### config.mk
export PLATFORM = sky130hd
export DESIGN_NAME = clock_set_ctrl
export DESIGN_NICKNAME = d
export VERILOG_FILES = /design/src/rtl/clock_pkg.sv /design/src/rtl/btn_sync_edge.sv /design/src/rtl/clock_set_ctrl.sv
export SDC_FILE = /design/constraint.sdc
export NUM_CORES = 1
export LEC_CHECK = 0
export CORE_ASPECT_RATIO = 0.5
export CORE_MARGIN = 5
export CORE_UTILIZATION = 50
export DETAILED_ROUTE_END_ITERATION = 12
export GPL_TIMING_DRIVEN = 1
export PLACE_DENSITY = 0.66
export SYNTH_ARGS = -nofsm -noshare
export SYNTH_HDL_FRONTEND = slang
export SYNTH_SLANG_ARGS = --single-unit
### constraint.sdc
create_clock -name clk -period 4 [get_ports clk]
set_input_delay 0.8 -clock clk [delete_from_list [all_inputs] [get_ports clk]]
set_output_delay 0.8 -clock clk [all_outputs]
set_load 0.05 [all_outputs]
### src/rtl/clock_pkg.sv
// Shared definitions for the time-setting controller: mode encodings,
// default cycle constants and the counter width helper.
package clock_pkg;

    typedef enum logic [1:0] {
        MODE_RUN     = 2'd0,
        MODE_SET_HR  = 2'd1,
        MODE_SET_MIN = 2'd2
    } mode_e;

    localparam int ONE_SEC_CYCLES      = 100_000_000;
    localparam int DEF_HOLD_CYCLES     = 50_000_000;
    localparam int DEF_REPEAT_CYCLES   = 10_000_000;
    localparam int DEF_BLINK_CYCLES    = 25_000_000;
    localparam int DEF_TIMEOUT_CYCLES  = 1_000_000_000;

    function automatic int max2(input int a, input int b);
        return (a > b) ? a : b;
    endfunction

    // One shared width for every counter, sized for the largest limit
    function automatic int cnt_width(input int a, input int b, input int c, input int d);
        return $clog2(max2(max2(a, b), max2(c, d))) + 1;
    endfunction

endpackage

### src/rtl/btn_sync_edge.sv
// Two-flop synchronizer for an asynchronous button level followed by a
// registered rising-edge detector.
module btn_sync_edge (
    input  logic clk,
    input  logic rst,
    input  logic btn,
    output logic level,
    output logic rise
);

    logic meta_r;
    logic sync_r;
    logic sync_d_r;
    logic rise_r;

    // Synchronizer chain and one-cycle rise pulse
    always_ff @(posedge clk or posedge rst) begin
        if (rst) begin
            meta_r   <= 1'b0;
            sync_r   <= 1'b0;
            sync_d_r <= 1'b0;
            rise_r   <= 1'b0;
        end else begin
            meta_r   <= btn;
            sync_r   <= meta_r;
            sync_d_r <= sync_r;
            rise_r   <= sync_r & ~sync_d_r;
        end
    end

    assign level = sync_r;
    assign rise  = rise_r;

endmodule

### src/rtl/clock_set_ctrl.sv
// Run/set mode controller for the time-of-day counter: mode FSM, press-and-hold
// auto-repeat, inactivity timeout and display blink strobe.
module clock_set_ctrl
    import clock_pkg::*;
#(
    parameter int HOLD_CYCLES    = DEF_HOLD_CYCLES,
    parameter int REPEAT_CYCLES  = DEF_REPEAT_CYCLES,
    parameter int BLINK_CYCLES   = DEF_BLINK_CYCLES,
    parameter int TIMEOUT_CYCLES = DEF_TIMEOUT_CYCLES
) (
    input  logic       clk,
    input  logic       rst,
    input  logic       btn_mode,
    input  logic       btn_up,
    output logic       en,
    output logic       hrup,
    output logic       minup,
    output logic [1:0] mode,
    output logic       blink
);

    localparam int CW = cnt_width(HOLD_CYCLES, REPEAT_CYCLES, BLINK_CYCLES, TIMEOUT_CYCLES);
    localparam logic [CW-1:0] HOLD_C    = CW'(HOLD_CYCLES);
    localparam logic [CW-1:0] REPEAT_C  = CW'(REPEAT_CYCLES);
    localparam logic [CW-1:0] BLINK_C   = CW'(BLINK_CYCLES);
    localparam logic [CW-1:0] TIMEOUT_C = CW'(TIMEOUT_CYCLES);
    localparam logic [CW-1:0] CNT_ONE   = {{(CW-1){1'b0}}, 1'b1};

    logic          mode_level_unused_s;
    logic          mode_rise_s;
    logic          up_level_s;
    logic          up_rise_s;

    mode_e         state_r;
    mode_e         state_next;
    logic          in_set_s;
    logic          stay_s;
    logic          inc_s;
    logic          hold_hit_s;
    logic          tmo_hit_s;
    logic [CW-1:0] hold_tgt_s;

    logic [CW-1:0] hold_cnt_r;
    logic          repeat_r;
    logic [CW-1:0] tmo_cnt_r;
    logic [CW-1:0] blink_cnt_r;
    logic          blink_r;
    logic          en_r;
    logic          hrup_r;
    logic          minup_r;

    btn_sync_edge u_mode_sync (
        .clk   (clk),
        .rst   (rst),
        .btn   (btn_mode),
        .level (mode_level_unused_s),
        .rise  (mode_rise_s)
    );

    btn_sync_edge u_up_sync (
        .clk   (clk),
        .rst   (rst),
        .btn   (btn_up),
        .level (up_level_s),
        .rise  (up_rise_s)
    );

    assign in_set_s   = (state_r != MODE_RUN);
    assign stay_s     = (state_next == state_r);
    assign hold_tgt_s = repeat_r ? REPEAT_C : HOLD_C;
    assign hold_hit_s = up_level_s && (hold_cnt_r == hold_tgt_s);
    assign tmo_hit_s  = (tmo_cnt_r == TIMEOUT_C);

    // Mode state register
    always_ff @(posedge clk or posedge rst) begin
        if (rst) begin
            state_r <= MODE_RUN;
        end else begin
            state_r <= state_next;
        end
    end

    // Next state and increment decision; a mode change always beats an increment
    always_comb begin
        state_next = state_r;
        inc_s      = 1'b0;
        case (state_r)
            MODE_RUN: begin
                if (mode_rise_s) begin
                    state_next = MODE_SET_HR;
                end else begin
                    state_next = MODE_RUN;
                end
            end
            MODE_SET_HR: begin
                if (mode_rise_s) begin
                    state_next = MODE_SET_MIN;
                end else if (tmo_hit_s) begin
                    state_next = MODE_RUN;
                end else begin
                    state_next = MODE_SET_HR;
                end
            end
            MODE_SET_MIN: begin
                if (mode_rise_s || tmo_hit_s) begin
                    state_next = MODE_RUN;
                end else begin
                    state_next = MODE_SET_MIN;
                end
            end
            default: begin
                state_next = MODE_RUN;
            end
        endcase
        // Back-to-back pulses are blocked so the counter never sees a 2-cycle strobe
        if (in_set_s && (state_next == state_r) && !(hrup_r || minup_r)) begin
            inc_s = up_rise_s || hold_hit_s;
        end else begin
            inc_s = 1'b0;
        end
    end

    // Hold/repeat counter; the match cycle itself counts, hence the reload to one
    always_ff @(posedge clk or posedge rst) begin
        if (rst) begin
            hold_cnt_r <= '0;
            repeat_r   <= 1'b0;
        end else if (!in_set_s || !stay_s || !up_level_s) begin
            hold_cnt_r <= '0;
            repeat_r   <= 1'b0;
        end else if (up_rise_s) begin
            hold_cnt_r <= CNT_ONE;
            repeat_r   <= 1'b0;
        end else if (hold_hit_s) begin
            hold_cnt_r <= CNT_ONE;
            repeat_r   <= 1'b1;
        end else if (hold_cnt_r != '0) begin
            hold_cnt_r <= hold_cnt_r + CNT_ONE;
            repeat_r   <= repeat_r;
        end else begin
            hold_cnt_r <= hold_cnt_r;
            repeat_r   <= repeat_r;
        end
    end

    // Inactivity timeout counter, restarted by set-state entry and button rises
    always_ff @(posedge clk or posedge rst) begin
        if (rst) begin
            tmo_cnt_r <= '0;
        end else if (!in_set_s || !stay_s) begin
            tmo_cnt_r <= '0;
        end else if (mode_rise_s || up_rise_s || tmo_hit_s) begin
            tmo_cnt_r <= '0;
        end else begin
            tmo_cnt_r <= tmo_cnt_r + CNT_ONE;
        end
    end

    // Blink strobe: lit on entry and on every increment, then toggles each half-period
    always_ff @(posedge clk or posedge rst) begin
        if (rst) begin
            blink_r     <= 1'b0;
            blink_cnt_r <= '0;
        end else if (state_next == MODE_RUN) begin
            blink_r     <= 1'b0;
            blink_cnt_r <= '0;
        end else if (!stay_s || inc_s) begin
            blink_r     <= 1'b1;
            blink_cnt_r <= CNT_ONE;
        end else if (blink_cnt_r == BLINK_C) begin
            blink_r     <= ~blink_r;
            blink_cnt_r <= CNT_ONE;
        end else begin
            blink_r     <= blink_r;
            blink_cnt_r <= blink_cnt_r + CNT_ONE;
        end
    end

    // Registered counter controls
    always_ff @(posedge clk or posedge rst) begin
        if (rst) begin
            en_r    <= 1'b1;
            hrup_r  <= 1'b0;
            minup_r <= 1'b0;
        end else begin
            en_r    <= (state_next == MODE_RUN);
            hrup_r  <= inc_s && (state_r == MODE_SET_HR);
            minup_r <= inc_s && (state_r == MODE_SET_MIN);
        end
    end

    assign en    = en_r;
    assign hrup  = hrup_r;
    assign minup = minup_r;
    assign mode  = state_r;
    assign blink = blink_r;

endmodule
# == Yosys cells after proc, flatten, opt, wreduce, memory -nomap -nowiden ==
# Index checks and enable logic that the tools add are counted.
# word_totals
reg_bits,108
in_bits,4
output_inout_bits,6
word_cells,77
# op_classes
addsub,3
eq_ne,6
mux,22
bitwise,5
n_reduce_logical,24
# op_table
operator,n
31-bit 2-to-1 mux,9
31-bit by 1-bit adder with 31-bit output (second input constant),3
31-bit by 25-bit equality test with 1-bit output (second input constant),1
31-bit by 26-bit equality test with 1-bit output,1
31-bit by 30-bit equality test with 1-bit output (second input constant),1
31-bit nonzero test,1
26-bit 2-to-1 mux,1
1-bit 2-to-1 mux,9
1-bit logical OR,8
2-bit one-hot mux with 3 select lines,1
3-bit nonzero test,2
1-bit logical AND,5
1-bit zero test,4
2-bit zero test,2
2-bit 2-to-1 mux,2
4-bit nonzero test,1
1-bit NOT,3
1-bit bitwise AND,2
2-bit by 1-bit equality test with 1-bit output (second input constant),1
2-bit equality test,1
2-bit equality test (second input constant),1
2-bit nonzero test,1

# == Longest topological paths before layout ==
# logic_depth
depth_word,11
ltp_mapped,9
ltp_nobuf,8

# == Cells and area by module ==
# From an unflattened synthesis, not the netlist that was laid out.
# unflattened
hier_cells,566
area_unflattened_um2,5431.5
# modules_own_cells
mod,instances,cells_each,area_per_inst_um2,seq_area_each_um2
clock_set_ctrl,1,554,5196.2,2503.7
btn_sync_edge,2,6,117.6,100.1

# == Worst setup path before layout ==
# Ideal clock, no wire load.
# synth_timing
path_kind,register to register
from,reg hold_cnt_r[0]
to,reg blink_cnt_r[13]
setup_time_ns,0.119
arrival_ns,1.945
required_time_ns,3.881
setup_slack_ns,1.936
path_stages_with_launch,10
path_buffers,1
synth_period_minus_slack_ns,2.064
path_cell_list,dfrtp_1 -> inv_1 -> ha_1 -> nor4b_1 -> nand4_1 -> o41ai_2 -> a21oi_1 -> or2b_2 -> buf_4 -> nor2_1
# synth_between
elab_chain_len,7
# synth_rtl
item,line,source
from (decl),clock_set_ctrl.sv:43,logic [CW-1:0] hold_cnt_r;
from (signal assigned),clock_set_ctrl.sv:138,hold_cnt_r <= hold_cnt_r + CNT_ONE;
from (signal assigned),clock_set_ctrl.sv:141,hold_cnt_r <= hold_cnt_r;
31-bit by 26-bit equality test with 1-bit output,clock_set_ctrl.sv:71,assign hold_hit_s = up_level_s && (hold_cnt_r == hold_tgt_s);
1-bit logical AND,clock_set_ctrl.sv:71,
1-bit logical OR,clock_set_ctrl.sv:117,inc_s = up_rise_s || hold_hit_s;
1-bit 2-to-1 mux,clock_set_ctrl.sv:116,if (in_set_s && (state_next == state_r) && !(hrup_r || minup_r)) begin
1-bit logical OR,clock_set_ctrl.sv:167,end else if (!stay_s || inc_s) begin
31-bit 2-to-1 mux,clock_set_ctrl.sv:167,
31-bit 2-to-1 mux,clock_set_ctrl.sv:164,end else if (state_next == MODE_RUN) begin
to (signal assigned),clock_set_ctrl.sv:175,blink_cnt_r <= blink_cnt_r + CNT_ONE;
to (decl),clock_set_ctrl.sv:46,logic [CW-1:0] blink_cnt_r;
# Every way passes these cells.
# A chain may end at the register's enable or synchronous reset.

# == Worst setup path in the final report ==
# layout_timing
from,reg hold_cnt_r[0]
to,reg blink_cnt_r[20]
# The elaborated chain is that of the path after synthesis.

==> impl_metrics.py <==
metrics = {
    "status": {
        "status": "finished clean",
    },
    "global_routing": {
        "grt-busiest-layer": "met2",
        "gr-total-overflow": 0,
        "grt_max_degree": 59,
        "met1_usage_pct": 21.76,
        "grt_pass1_vias": 3682,
        "grtUsageTotal_pct": 16.20,
        "use_met2_pct": 25.51,
        "grtUsageMet3_pct": 4.621,
        "grt_pass1_wl_um": 17390,
        "antenna_found_initial": 0,
    },
    "sta": {
        "finClkSkew_ns": 0.005426,
        "tightestPinTransition_ns": 0.9274,
        "final.min_clock_period_ns": 2.553,
        "finalCritPeriodShare_pct": 63.82,
        "finalSetupViolCount": 0,
        "relSlewSlack_pct": 37.60,
        "drv_slew": 0,
        "timing_hold_violations_final": 0,
        "finalSetupTns_ns": 0,
        "rsz0062_at_grt": "no",
        "fmax_ghz": 0.3918,
    },
    "synthesis": {
        "yosys-top-cells-count": "nor2_1 (119), dfrtp_1 (107), xor2_1 (60), nand3_1 (42), nand2_1 (40)",
        "yosysMostFrequentCell": "nor2_1",
        "netlist_area_um2": 5363,
        "yosys_warnings": 0,
        "synth-main-ff-cell": "dfrtp_1",
        "synth.avg_cell_area_um2": 9.786,
        "synth_area_leaders": "dfrtp_1 (50%), xor2_1 (9.8%), nor2_1 (8.3%), xnor2_1 (4.9%), nand3_1 (3.9%)",
        "synthDistinctLibCells": 43,
        "synth-async-reset-ratio_pct": 100.0,
        "synth_top_area_share_pct": 49.93,
        "syn-instance-count": 548,
        "synth_edf_count": 0,
        "ys_ff_latch": 108,
        "yosys.area.top_type": "dfrtp_1",
        "syn-num-nets": 558,
        "yosysSeqAreaShare_pct": 50.42,
    },
    "layout": {
        "finalInstanceArea_um2": 5818,
        "drive_gt1_share_pct": 5.179,
        "area_growth_pct": 8.493,
        "fillers": 939,
        "regArea_um2": 2704,
        "diodes": 0,
        "nNetsFinal": 565,
        "multiInputGateArea_um2": 2472,
        "instances_no_fill": 700,
    },
    "die": {
        "start_util_pct": 51.84,
        "rows": 26,
        "dieWidth_um": 156.5,
        "die_height_um": 83.23,
        "ios": 10,
        "die_area_um2": 13020,
        "core_area_um2": 10340,
    },
    "pwr": {
        "p_clk_share_pct": 34.2,
        "leakage_nw": 2.374,
        "power_frac_seq_pct": 48.4,
        "p_per_area_nw_per_um2": 422.2,
        "peakVddDrop_mv": 0.1878,
        "comb_power_share_pct": 17.4,
        "swShare_pct": 30.33,
        "switchingPower_w": 0.0007451,
        "p_int_w": 0.001711,
    },
    "critical_path": {
        "timing.rr.end": "blink_cnt_r[20]",
        "crit_type": "reg2reg",
        "critPathSlowestCell": "o41ai_2",
        "cp_num_buf_inv": 1,
        "regToRegSetupSlack_ns": 1.45,
        "worstRegToRegCells": 8,
        "worstPathArrival_ns": 2.76,
        "crit_chain": "inv_1 > ha_1 > nor4b_1 > nand4_1 > o41ai_2 > a21oi_1 > or2b_2 > nor2_1",
        "rr_startpoint": "hold_cnt_r[0]",
        "cp-start-kind": "flop",
        "cp_max_fo": 30,
        "max_stage_delay_ns": 0.55,
        "endpoint_kind": "flop",
        "path_delay_family": "simple AND/OR/NAND/NOR gates",
        "cp.required_ns": 4.21,
    },
    "placed_design": {
        "placed_cell_area_um2": 5539,
        "dpl.hpwl_um": 6676,
        "numPortBuffers": 9,
        "dp.cells": 684,
        "place_congestion": 0.8149,
    },
    "worst_hold_path": {
        "hold_class": "reg2reg",
        "min-delay-start": "u_mode_sync.meta_r",
        "min_path_cells": 0,
        "hold_end": "u_mode_sync.level",
    },
    "flow_run": {
        "cap_violations": 0,
    },
    "clock_tree": {
        "clockBufferDepth": 2,
        "cts-resized-gates": 0,
        "ctsHtreeMaxLevel": 3,
        "cts_root_buf": "clkbuf_16",
        "worstSkewPairLatency_ns": 0.35,
        "numCtsBuffers": 9,
        "cts_tree": "done",
        "cts_hold_buf": 0,
        "clkSinkCount": 108,
        "post_cts_buffers": 0,
        "clk_pin_slew_worst_paths_ns": 0.07,
    },
    "detailed_routing": {
        "viasPerCell": 5.441,
        "first_iter_violations": 161,
        "num_vias": 3809,
        "drt_first_pass_iters": 4,
        "drt-total-wl_um": 10100,
        "drcViolationCount": 0,
        "wl_per_cell_um": 14.43,
        "ant_nets": 0,
    },
}
-- cells in the final DEF, fill, tap and decap left out, types with 6 or more instances in the layout --
cell             Yosys  routed
nor2_1             119     119
dfrtp_1            107     107
xor2_1              60      60
nand3_1             42      42
nand2_1             40      40
xnor2_1             30      30
nand4_1             23      23
inv_1               18      17
and3_1              14      14
nor4_1              13      13
nor3_1              10      10
and4_1               9       9
clkbuf_16            0       9
clkdlybuf4s50_1      0       9
nor4b_1              8       8
ha_1                 6       6
-- sequential cells by signal (all words and copies together), names as in the netlist, 2 cells and up --
name and flops:
blink_cnt_r 31, hold_cnt_r 31, tmo_cnt_r 31, mode 2
-- metrics by stage --
step                utilization (%)  hold WS (ns)  worst slack (ns)  power [W]
global route                  56.24        0.3642             1.097   0.002580
CTS                           56.24        0.3600             1.401   0.002494
finish                        56.24        0.3577             1.447   0.002456
floorplan                         -        0.3312            0.3561   0.001583
global placement              53.54        0.3351             1.522   0.001641
detailed placement            53.54        0.3380             1.395   0.001647
-- power by group through the flow --
| stage | sequential [W] | combinational (W) | clock (W) |
|---|---|---|---|
| finish | 0.00119 | 0.000427 | 0.000839 |
| global route | 0.00120 | 0.000474 | 0.000907 |
| global placement | 0.00121 | 0.000431 | 0 |
| floorplan | 0.00127 | 0.000314 | 0 |
| CTS | 0.00119 | 0.000437 | 0.000867 |
| detailed placement | 0.00121 | 0.000436 | 0 |
-- per-layer routing --
metal	up-vias	routed length, um
li1	1865	-
met1	1888	4941
met2	44	4720
met3	12	289
met4	0	148
met5	-	0
-- cells by family after synthesis --
group           Yosys count  share of synthesized area, %
fa+ha+maj                 6                         1.400
compound gates            9                         1.377
xor+xnor                 90                         14.70
simple gates            300                         28.23
buf+inv                  33                         3.476
mux                       2                        0.3966
flops                   108                         50.42
-- worst max path at each step --
| stage | startpoint | endpoint | slack, ns | depth (start not counted) |
|---|---|---|---|---|
| final | hold_cnt_r[0] | blink_cnt_r[20] | 1.45 | 8 |
| after global routing | hold_cnt_r[0] | blink_cnt_r[18] | 1.10 | 8 |
| after CTS | hold_cnt_r[0] | blink_cnt_r[29] | 1.40 | 8 |
| after detailed placement | hold_cnt_r[0] | blink_cnt_r[27] | 1.40 | 8 |
| after global placement | hold_cnt_r[0] | blink_cnt_r[3] | 1.52 | 8 |
| after floorplan | rst | blink | 0.36 | 1 |
-- cell type report --
type / instances / share of cell area, %
clock buffers: 11 / 4.172
clock inverters: 5 / 0.6237
inverters: 18 / 1.204
multi-input cells: 407 / 42.49
flip-flops and latches: 108 / 46.47
well taps: 140 / 3.011
repair buffers: 11 / 2.022
Power figures use the tool's default switching activity.
